[src/rtl/fetch_unit_pkg.sv]
// Shared definitions for the RV64I fetch stage: default parameters, FSM state
// encoding and the redirect-alignment helper.
package fetch_unit_pkg;

    localparam int          XLEN_DEF      = 64;
    localparam logic [63:0] RESET_PC_DEF  = 64'h0;
    localparam logic [31:0] NOP_INSTR_DEF = 32'h0000_0013;

    typedef enum logic [1:0] {
        FS_BOOT = 2'd0,
        FS_RUN  = 2'd1,
        FS_HALT = 2'd2
    } fetch_state_e;

    // Without compressed instructions a target must be 4-byte aligned once bit0 is dropped.
    function automatic logic target_misaligned(input logic [1:0] target_low);
        return target_low[1];
    endfunction

endpackage

[src/rtl/fetch_unit_if_id_reg.sv]
// Pipeline stage register carrying PC, link value and instruction word.
// Bubble wins over load; with neither asserted the contents hold.
module if_id_reg
    import fetch_unit_pkg::*;
#(
    parameter int          XLEN      = XLEN_DEF,
    parameter logic [31:0] NOP_INSTR = NOP_INSTR_DEF
) (
    input  logic            clk,
    input  logic            rst_n,
    input  logic            load_i,
    input  logic            bubble_i,
    input  logic [XLEN-1:0] pc_i,
    input  logic [XLEN-1:0] pc_plus4_i,
    input  logic [31:0]     instr_i,
    output logic            valid_o,
    output logic [XLEN-1:0] pc_o,
    output logic [XLEN-1:0] pc_plus4_o,
    output logic [31:0]     instr_o
);

    logic            valid_q;
    logic [XLEN-1:0] pc_q;
    logic [XLEN-1:0] pc_plus4_q;
    logic [31:0]     instr_q;

    // Stage register update: bubble keeps the PC fields and only invalidates the word.
    always_ff @(posedge clk or negedge rst_n) begin
        if (!rst_n) begin
            valid_q    <= 1'b0;
            pc_q       <= '0;
            pc_plus4_q <= '0;
            instr_q    <= NOP_INSTR;
        end else if (bubble_i) begin
            valid_q    <= 1'b0;
            instr_q    <= NOP_INSTR;
        end else if (load_i) begin
            valid_q    <= 1'b1;
            pc_q       <= pc_i;
            pc_plus4_q <= pc_plus4_i;
            instr_q    <= instr_i;
        end else begin
            valid_q    <= valid_q;
            pc_q       <= pc_q;
            pc_plus4_q <= pc_plus4_q;
            instr_q    <= instr_q;
        end
    end

    assign valid_o    = valid_q;
    assign pc_o       = pc_q;
    assign pc_plus4_o = pc_plus4_q;
    assign instr_o    = instr_q;

endmodule

[src/rtl/fetch_unit.sv]
// RV64I instruction-fetch stage: PC register, next-PC selection, BOOT/RUN/HALT
// control, misaligned-redirect trap and a count of captured instructions.
module fetch_unit
    import fetch_unit_pkg::*;
#(
    parameter int             XLEN      = XLEN_DEF,
    parameter logic [XLEN-1:0] RESET_PC = RESET_PC_DEF[XLEN-1:0],
    parameter logic [31:0]    NOP_INSTR = NOP_INSTR_DEF
) (
    input  logic            clk,
    input  logic            rst_n,
    input  logic            stall,
    input  logic            redirect_valid,
    input  logic [XLEN-1:0] redirect_target,
    output logic [XLEN-1:0] imem_addr,
    input  logic [31:0]     imem_instr,
    output logic            id_valid,
    output logic [XLEN-1:0] id_pc,
    output logic [XLEN-1:0] id_pc_plus4,
    output logic [31:0]     id_instr,
    output logic            fetch_fault,
    output logic [XLEN-1:0] fault_addr,
    output logic [63:0]     fetch_count
);

    fetch_state_e    state_q, state_d;
    logic [XLEN-1:0] pc_q, pc_d;
    logic            fault_q, fault_d;
    logic [XLEN-1:0] fault_addr_q, fault_addr_d;
    logic [63:0]     count_q, count_d;
    logic            load_s;
    logic            bubble_s;
    logic [XLEN-1:0] pc_plus4_s;

    assign pc_plus4_s = pc_q + {{(XLEN-3){1'b0}}, 3'd4};

    // Next-state selection; in RUN a redirect outranks stall, which outranks advance.
    always_comb begin
        state_d      = state_q;
        pc_d         = pc_q;
        fault_d      = fault_q;
        fault_addr_d = fault_addr_q;
        count_d      = count_q;
        load_s       = 1'b0;
        bubble_s     = 1'b0;
        case (state_q)
            FS_BOOT: begin
                state_d = FS_RUN;
            end
            FS_RUN: begin
                if (redirect_valid) begin
                    bubble_s = 1'b1;
                    if (target_misaligned(redirect_target[1:0])) begin
                        state_d      = FS_HALT;
                        fault_d      = 1'b1;
                        fault_addr_d = redirect_target;
                    end else begin
                        pc_d = {redirect_target[XLEN-1:1], 1'b0};
                    end
                end else if (stall) begin
                    pc_d = pc_q;
                end else begin
                    load_s  = 1'b1;
                    pc_d    = pc_plus4_s;
                    count_d = count_q + 64'd1;
                end
            end
            FS_HALT: begin
                bubble_s = 1'b1;
            end
            default: begin
                state_d  = FS_HALT;
                bubble_s = 1'b1;
            end
        endcase
    end

    // Control state, PC, fault capture and fetch counter.
    always_ff @(posedge clk or negedge rst_n) begin
        if (!rst_n) begin
            state_q      <= FS_BOOT;
            pc_q         <= RESET_PC;
            fault_q      <= 1'b0;
            fault_addr_q <= '0;
            count_q      <= 64'd0;
        end else begin
            state_q      <= state_d;
            pc_q         <= pc_d;
            fault_q      <= fault_d;
            fault_addr_q <= fault_addr_d;
            count_q      <= count_d;
        end
    end

    if_id_reg #(
        .XLEN      (XLEN),
        .NOP_INSTR (NOP_INSTR)
    ) u_if_id (
        .clk        (clk),
        .rst_n      (rst_n),
        .load_i     (load_s),
        .bubble_i   (bubble_s),
        .pc_i       (pc_q),
        .pc_plus4_i (pc_plus4_s),
        .instr_i    (imem_instr),
        .valid_o    (id_valid),
        .pc_o       (id_pc),
        .pc_plus4_o (id_pc_plus4),
        .instr_o    (id_instr)
    );

    assign imem_addr   = pc_q;
    assign fetch_fault = fault_q;
    assign fault_addr  = fault_addr_q;
    assign fetch_count = count_q;

endmodule

[config.mk]
export PLATFORM = sky130hd
export DESIGN_NAME = fetch_unit
export DESIGN_NICKNAME = d
export VERILOG_FILES = /design/src/rtl/fetch_unit_pkg.sv /design/src/rtl/fetch_unit_if_id_reg.sv /design/src/rtl/fetch_unit.sv
export SDC_FILE = /design/constraint.sdc
export NUM_CORES = 1
export LEC_CHECK = 0
export ABC_CLOCK_PERIOD_IN_PS = 6100
export BUFFER_PORTS_ARGS = -buffer_cell sky130_fd_sc_hd__buf_4
export CAP_MARGIN = 20
export CORE_ASPECT_RATIO = 1.1
export CORE_MARGIN = 8
export CORE_UTILIZATION = 57
export DETAILED_ROUTE_END_ITERATION = 6
export PLACE_DENSITY = 0.86
export SLEW_MARGIN = 0
export SYNTH_ARGS = -nofsm -noshare
export SYNTH_HDL_FRONTEND = slang
export SYNTH_SLANG_ARGS = --single-unit
export TNS_END_PERCENT = 20
[constraint.sdc]
create_clock -name clk -period 6.1 [get_ports clk]
set_input_delay 1.22 -clock clk [delete_from_list [all_inputs] [get_ports clk]]
set_output_delay 1.22 -clock clk [all_outputs]
set_load 0.1 [all_outputs]
# After elaboration in Yosys (flattened, before gate mapping)

Index checks and enable logic that the tools add are counted.

Reductions and logical operators: 7
Bitwise gates (word level): 4
Muxes and demuxes: 15
Eq/ne operators: 6
$add $sub $neg: 2

Operator list:

| operator                                       | number |
|---|---|
| 2-to-1 mux 64 bit                              | 3 |
| adder 64 x 1 -> 64 bit (second input constant) | 1 |
| adder 64 x 3 -> 64 bit (second input constant) | 1 |
| 2-to-1 mux 32 bit                              | 2 |
| AND reduction 3 bit                            | 4 |
| 2-to-1 mux 1 bit                               | 6 |
| != test 2 bit (second input constant)          | 3 |
| one-hot mux 2 bit (3 select lines)             | 1 |
| 2-to-1 mux 2 bit                               | 2 |
| NOT 1 bit                                      | 4 |
| == test 2 x 1 -> 1 bit (second input constant) | 1 |
| == test 2 bit (second input constant)          | 1 |
| zero test 2 bit                                | 1 |
| != test 2 x 1 -> 1 bit (second input constant) | 1 |
| one-hot mux 1 bit (2 select lines)             | 1 |
| AND reduction 2 bit                            | 1 |
| nonzero test 2 bit                             | 1 |

Register bits after elaboration: 356
Input port bits: 100

# Logic depth before layout (Yosys ltp)

Gate-level depths: netlist of the first run.

Depth in word-level cells: 5
Mapped depth: 9
Mapped depth without buffers: 6

# Modules after synthesis

From an unflattened synthesis of the first run, not the netlist that was laid out.

Cells, all modules: 1470
Area total of the unflattened synthesis: 16648.5 um2

Modules (own cells, without submodules):

| module     | area an instance (um2) | cells each | times used |
|---|---|---|---|
| fetch_unit | 10508.8                | 1092       | 1 |
| if_id_reg  | 6139.6                 | 378        | 1 |

# Worst setup path before layout of the first run

OpenSTA, ideal clock, no wires.

Path type: register to register
Start: register pc_q[2], in the netlist imem_addr[2]
End: register u_if_id.pc_plus4_q[40], in the netlist u_if_id.pc_plus4_o[40]
Setup slack: 2.842 ns
Cell stages (with the launch flop): 9
Clock period less this slack: 3.258 ns
Arrival: 3.178 ns
Cells stage by stage: dfrtp_1 ha_1 nand4_2 or4_4 buf_6 or2_1 buf_6 or4_4 o211ai_2

Cells in the longest elaborated chain, start to end: 1

RTL lines:

| item                     | line                       | RTL |
|---|---|---|
| start: declaration       | fetch_unit.sv:27           | `logic [XLEN-1:0] pc_q, pc_d;` |
| start signal: assignment | fetch_unit.sv:88           | `pc_q <= pc_d;` |
| adder 64 x 3 -> 64 bit   | fetch_unit.sv:35           | `assign pc_plus4_s = pc_q + {{(XLEN-3){1'b0}}, 3'd4};` |
| end signal: assignment   | fetch_unit_if_id_reg.sv:40 | `pc_plus4_q <= pc_plus4_i;` |
| end signal: assignment   | fetch_unit_if_id_reg.sv:45 | `pc_plus4_q <= pc_plus4_q;` |
| end: declaration         | fetch_unit_if_id_reg.sv:24 | `logic [XLEN-1:0] pc_plus4_q;` |

No other way between the ends.
A chain may end at the register's enable or synchronous reset.

# Worst setup path in the final report of the first run

Start: input port stall
End: register u_if_id.instr_q[10], in the netlist u_if_id.instr_o[10]

Cells in the longest elaborated chain, start to end: 4

RTL lines:

| item                         | line                       | RTL |
|---|---|---|
| start: declaration           | fetch_unit.sv:12           | `input logic stall,` |
| 2-to-1 mux 1 bit             | fetch_unit.sv:60           | `end else if (stall) begin` |
| 2-to-1 mux 1 bit             | fetch_unit.sv:51           | `if (redirect_valid) begin` |
| 2-to-1 mux 1 bit             | fetch_unit.sv:46           | `case (state_q)` |
| nonzero test 2 bit (no line) | -                          |  |
| end signal: assignment       | fetch_unit_if_id_reg.sv:41 | `instr_q <= instr_i;` |
| end signal: assignment       | fetch_unit_if_id_reg.sv:46 | `instr_q <= instr_q;` |
| end: declaration             | fetch_unit_if_id_reg.sv:25 | `logic [31:0] instr_q;` |

No other way between the ends.

==> flow_summary_export.csv, run 1 <==
group,metric,value,unit
synthesis,ys.flop_type,"dfrtp_1",
grt,grt_pass1_vias,14600,
grt,grtUsageTotal,31.6,%
clock_network,clk_path_buf_depth,3,
grt,antenna_found_initial,0,
synthesis,synthTopCellsByArea,"dfrtp_1 54%, nand2_1 6.6%, mux2_2 4.5%, nand3_1 2.7%, xor2_1 2.6%",
drt,drc,0,
floorplanning,coreArea,27900,sq um
finish,num-fill-cells,1939,
status,status,"complete, no violations",
synthesis,ys_warn_count,0,
setup_path,worst-r2r-setup-slack,2.86,ns
setup_path,r2r_end,"u_if_id.instr_o[10]",
floorplanning,die_h,193,um
setup_path,rr_worst_depth,4,
floorplanning,die_w,177,um
setup_path,worstSetupEndpointType,"flop",
placed_design,dpl.hpwl,39600,um
setup_path,arrival,4.01,ns
synthesis,synth_most_common_cell,"dfrtp_1",
floorplanning,rows,64,
min_path,min_from,"u_if_id.pc_o[24]",
clock_network,cts_buffers,36,
synthesis,async_flop_share,100,%
sta,hold_viol,0,
setup_path,r2r-start,"state_q[0]",
sta,finalClockSkew,0.0156,ns
floorplanning,start_util,58.1,%
synthesis,synth_cells,1601,
finish,syn_to_final_growth,28.9,%
synthesis,ys_top_cells_by_count,"346 x dfrtp_1, 283 x nand2_1, 87 x nand3_1, 78 x nor2_1, 72 x clkbuf_1",
sta,tns,0,ns
setup_path,cp-start-kind,"primary input",
finish,final_nets,2092,
clock_network,cts_sinks,349,
clock_network,cts_resized,0,
floorplanning,die-area,34000,sq um
sta,period_share,58.4,%
drt,drt_iter0_markers,1646,
sta,tightestPinTransition,1.11,ns
job,drv_cap,0,
clock_network,insertion_delay,0.51,ns
grt,grt_max_degree,132,
setup_path,crit_fanout,80,
synthesis,synth_top_area_share,53.5,%
finish,antenna-diode-count,0,
sta,max_slew_margin,26.0,%
finish,seqCellArea,8740,sq um
synthesis,synth-edff-count,0,
setup_path,cp-startpoint,"stall",
grt,grt_pass1_wl,85100,um
drt,firstDrtPassIters,5,
sta,max_freq,0.281,GHz
synthesis,ys_seq_elements,349,
sta,report.final.slew_viol_count,0,
placed_design,io_buffers,447,
synthesis,syn_area,16200,sq um
setup_path,required,6.55,ns
finish,final_layout_size_suffix_gt1_share,30.0,%
drt,ant_nets,0,
clock_network,root_buffer,"clkbuf_16",
min_path,holdCritPathClass,"reg2reg",
synthesis,yosysUniqueCellTypes,66,
grt,gr-total-overflow,0,
finish,fin_util,74.8,%
sta,finalCriticalPeriod,3.56,ns
drt,wl,55300,um
clock_network,clk_pin_slew,0.06,ns
clock_network,htreeDepth,2,
setup_path,worst-setup-path-type,"in2reg",
finish,multiInputGateArea,6920,sq um
drt,vias,14500,
clock_network,hold_buffers,0,
clock_network,cts_tree,"done",
sta,setup_viol,0,
clock_network,post_cts_buffers,0,
drt,avgRoutedWirePerCell,23.3,um
synthesis,avgSynthCellArea,10.1,sq um
setup_path,endpoint,"u_if_id.instr_o[10]",
placed_design,gp_congestion,0.878,
floorplanning,io_pins,454,
synthesis,synth.yosys.seq_area_share,54.0,%
synthesis,yosysTopAreaCell,"dfrtp_1",
sta,rsz0062_at_grt,"no",
drt,avgViaCountPerCell,6.11,
cell families (layout without fill, tap and decap cells):
group,count (synthesis),after routing,share of synthesized area (%)
buffers and inverters,133,540,3.52
flip-flops,349,349,54.0
AO/OA/AOI/OAI,233,233,9.82
XOR/XNOR,95,95,5.14
other,1,6,0.0232
multiplexers,86,86,5.82
AND/OR/NAND/NOR,702,702,21.5
adder cells (fa/ha/maj),2,2,0.155
layout by cell type (no fill, tap or decap), types with 22 or more instances in the layout:
master,count
o21ai_0,69
a21oi_1,25
nand4_1,54
buf_4,457
xnor2_1,47
clkbuf_16,37
nor2_1,78
a22oi_1,24
nand3_1,86
nand2_1,282
a22o_1,35
nor3_1,37
nor4_1,32
mux2i_1,22
xor2_1,48
mux2_2,64
dfrtp_1,346
and3_1,29
worst max-delay path: stages:
cell and delay, ns:
buf_4 0.10, or4b_4 0.64, buf_4 0.76, and2_1 0.98, a22o_1 0.27
sequential cells by signal, indices dropped and copies added, names as in the netlist:
| register | count |
|---|---|
| fetch_count | 64 |
| u_if_id.instr_o | 32 |
| u_if_id.valid_o | 1 |
| u_if_id.pc_plus4_o | 62 |
| fault_addr | 64 |
| state_q | 2 |
| u_if_id.pc_o | 62 |
| imem_addr | 62 |
how the worst min path moves through the flow:
stage,to,slack [ns],depth (start not counted)
final,u_if_id.pc_o[24],0.48,2
after global routing,u_if_id.instr_o[0],0.49,2
after CTS,u_if_id.pc_o[24],0.48,2
after detailed placement,u_if_id.pc_o[24],0.47,2
after global placement,u_if_id.pc_plus4_o[45],0.45,2
after floorplan,u_if_id.instr_o[0],0.56,2
area by class of cell:
type / instances / share of cell area [%]
clock buffer: 43 / 4.60
clock inverter: 18 / 1.10
inverter: 19 / 0.342
multi-input combinational: 1124 / 33.2
sequential: 349 / 41.9
tap: 363 / 2.18
timing repair buffer: 460 / 16.7
per-layer routing:
metal  share of wire [%]  track usage (%)
met1                  37             39.5
met2                  49             52.7
met3                  11             7.89
met4                 3.6             11.5
met5                   0                0
stage by stage:
step | area, sq um | instances | hold WS [ns] | setup slack [ns]
2_1_floorplan | 16200 | 1606 | 0.560 | 2.84
3_3_place_gp | 19700 | 2315 | 0.452 | 2.17
3_5_place_dp | 19700 | 2315 | 0.465 | 2.09
4_1_cts | 20900 | 2376 | 0.480 | 2.58
5_1_grt | 20900 | 2376 | 0.494 | 2.38
6_report | 20900 | 2376 | 0.479 | 2.54
Power of run 1 is not shown: default switching activity piles up to over one toggle a cycle in this logic, so the estimate is an artifact.
==> run 2, diff against run 1 <==
ABC_CLOCK_PERIOD_IN_PS = 3500   (was 6100)
CORE_UTILIZATION = 53   (was 57)
PLACE_DENSITY = 0.81   (was 0.86)
clock period = 3.5 ns   (was 6.1 ns; I/O delays follow)
==> run 2 against run 1 <==
Effect of this change: critical path depth increased by 1; sequential share of layout area decreased by 0.67 points; cell count increased by 3.0%; setup slack got worse by 2.1 ns; core utilization decreased by 4.8 points; via count decreased by 1.1%; critical path type is now reg2reg; highest routed layer unchanged.
==> flow_summary_export.csv, run 2 (synthesized netlist as in run 1, its figures left out) <==
group,metric,value,unit
status,status,"complete, no violations",
sta,finalCriticalPeriod,3.06,ns
drt,drt_iter0_markers,1201,
clock_network,hold_buffers,0,
finish,final_nets,2108,
grt,grt_pass1_wl,84300,um
sta,hold_viol,0,
sta,report.final.slew_viol_count,0,
setup_path,crit_path_top_delay_cell,"or4_4",
drt,avgViaCountPerCell,5.86,
min_path,holdCritPathClass,"in2async",
drt,drc,0,
clock_network,cts_buffers,38,
placed_design,gp_congestion,0.904,
clock_network,cts_tree,"done",
setup_path,cp-start-kind,"flop",
setup_path,rr_worst_depth,6,
setup_path,crit_chain,"ha_1 > nand4_2 > or4_4 > nor4_1 > nor3b_1 > or3_1",
sta,max_slew_margin,27.5,%
finish,num-fill-cells,2249,
grt,grt_max_degree,212,
setup_path,required,3.89,ns
floorplanning,die-area,36400,sq um
sta,tightestPinTransition,1.09,ns
finish,syn_to_final_growth,31.0,%
grt,grt_pass1_vias,14700,
grt,gr-total-overflow,0,
setup_path,crit_family,"simple AND/OR/NAND/NOR gates",
setup_path,worst-setup-path-type,"reg2reg",
placed_design,dpl.hpwl,39900,um
setup_path,r2r-start,"imem_addr[2]",
finish,final_common_cell,"buf_4",
drt,wl,54500,um
finish,antenna-diode-count,0,
clock_network,clk_path_buf_depth,3,
grt,antenna_found_initial,0,
floorplanning,rows,67,
floorplanning,io_pins,454,
sta,finalClockSkew,0.0116,ns
finish,multiInputGateArea,6920,sq um
sta,timing.final.ws_setup,0.438,ns
setup_path,crit_fanout,10,
placed_design,io_buffers,447,
sta,max_freq,0.327,GHz
clock_network,cts_resized,0,
grt,grtUsageTotal,29.2,%
setup_path,critPathMaxStageDelay,0.68,ns
finish,seqCellArea,8740,sq um
setup_path,arrival,3.46,ns
floorplanning,start_util,53.5,%
setup_path,r2r_end,"imem_addr[50]",
floorplanning,coreArea,30300,sq um
clock_network,cts_sinks,349,
drt,firstDrtPassIters,5,
drt,ant_nets,0,
sta,period_share,87.5,%
setup_path,worst-r2r-setup-slack,0.44,ns
placed_design,pre_cts_slack,0.400,ns
setup_path,worstSetupEndpointType,"flop",
finish,layoutNonFillerInstCount,2448,
clock_network,root_buffer,"clkbuf_16",
drt,vias,14400,
floorplanning,die_h,199,um
placed_design,post-place-cells,2379,
clock_network,htreeDepth,2,
clock_network,insertion_delay,0.52,ns
sta,setup_viol,0,
drt,avgRoutedWirePerCell,22.3,um
finish,final_layout_size_suffix_gt1_share,30.6,%
setup_path,crit_buf_inv,0,
sta,rsz0062_at_grt,"no",
sta,tns,0,ns
clock_network,post_cts_buffers,0,
job,drv_cap,0,
finish,final_cell_mix,"466 x buf_4, 346 x dfrtp_1, 282 x nand2_1",
clock_network,clk_pin_slew,0.06,ns
floorplanning,die_w,183,um
==> run 2: worst max-delay path by stage <==
stage,startpoint,slack [ns],end,depth (start not counted)
final,imem_addr[2],0.44,imem_addr[50],6
after global routing,imem_addr[2],0.35,imem_addr[50],6
after CTS,imem_addr[2],0.50,imem_addr[50],6
after detailed placement,redirect_valid,0.40,fetch_count[54],6
after global placement,redirect_valid,0.52,fetch_count[54],6
after floorplan,imem_addr[2],0.24,u_if_id.pc_plus4_o[40],8
==> run 2: area by class of cell <==
class | count | area share [%]
flip-flops and latches | 349 | 41.2
inverters | 19 | 0.336
clock inverters | 11 | 0.761
clock buffers | 57 | 5.35
multi-input cells | 1124 | 32.7
well taps | 414 | 2.44
repair buffers | 474 | 17.2
==> run 2: worst reg2reg max path, delay by kind of cell (launching register included) <==
kind | cells | cell delay (ns)
and+or+nand+nor | 5 | 2.08
adders and majority gates | 1 | 0.36
DFF | 1 | 0.51
==> run 2: metrics by stage <==
stage          cell area, sq um  hold slack, ns  utilization (%)
2_1_floorplan             16200           0.404                -
3_3_place_gp              19900           0.453             65.7
3_5_place_dp              19900           0.458             65.7
4_1_cts                   21200           0.226             70.0
5_1_grt                   21200           0.231             70.0
6_report                  21200           0.161             70.0
==> run 2: per-layer routing <==
| metal | vias to the layer above | wire length (um) | global-route usage [%] |
|---|---|---|---|
| met5 | - | 0 | 0 |
| met3 | 114 | 4730 | 7.62 |
| met1 | 7131 | 21500 | 36.5 |
| li1 | 6450 | - | - |
| met4 | 0 | 1980 | 10.5 |
| met2 | 661 | 26300 | 48.6 |
Power of run 2 is left out for the same reason.
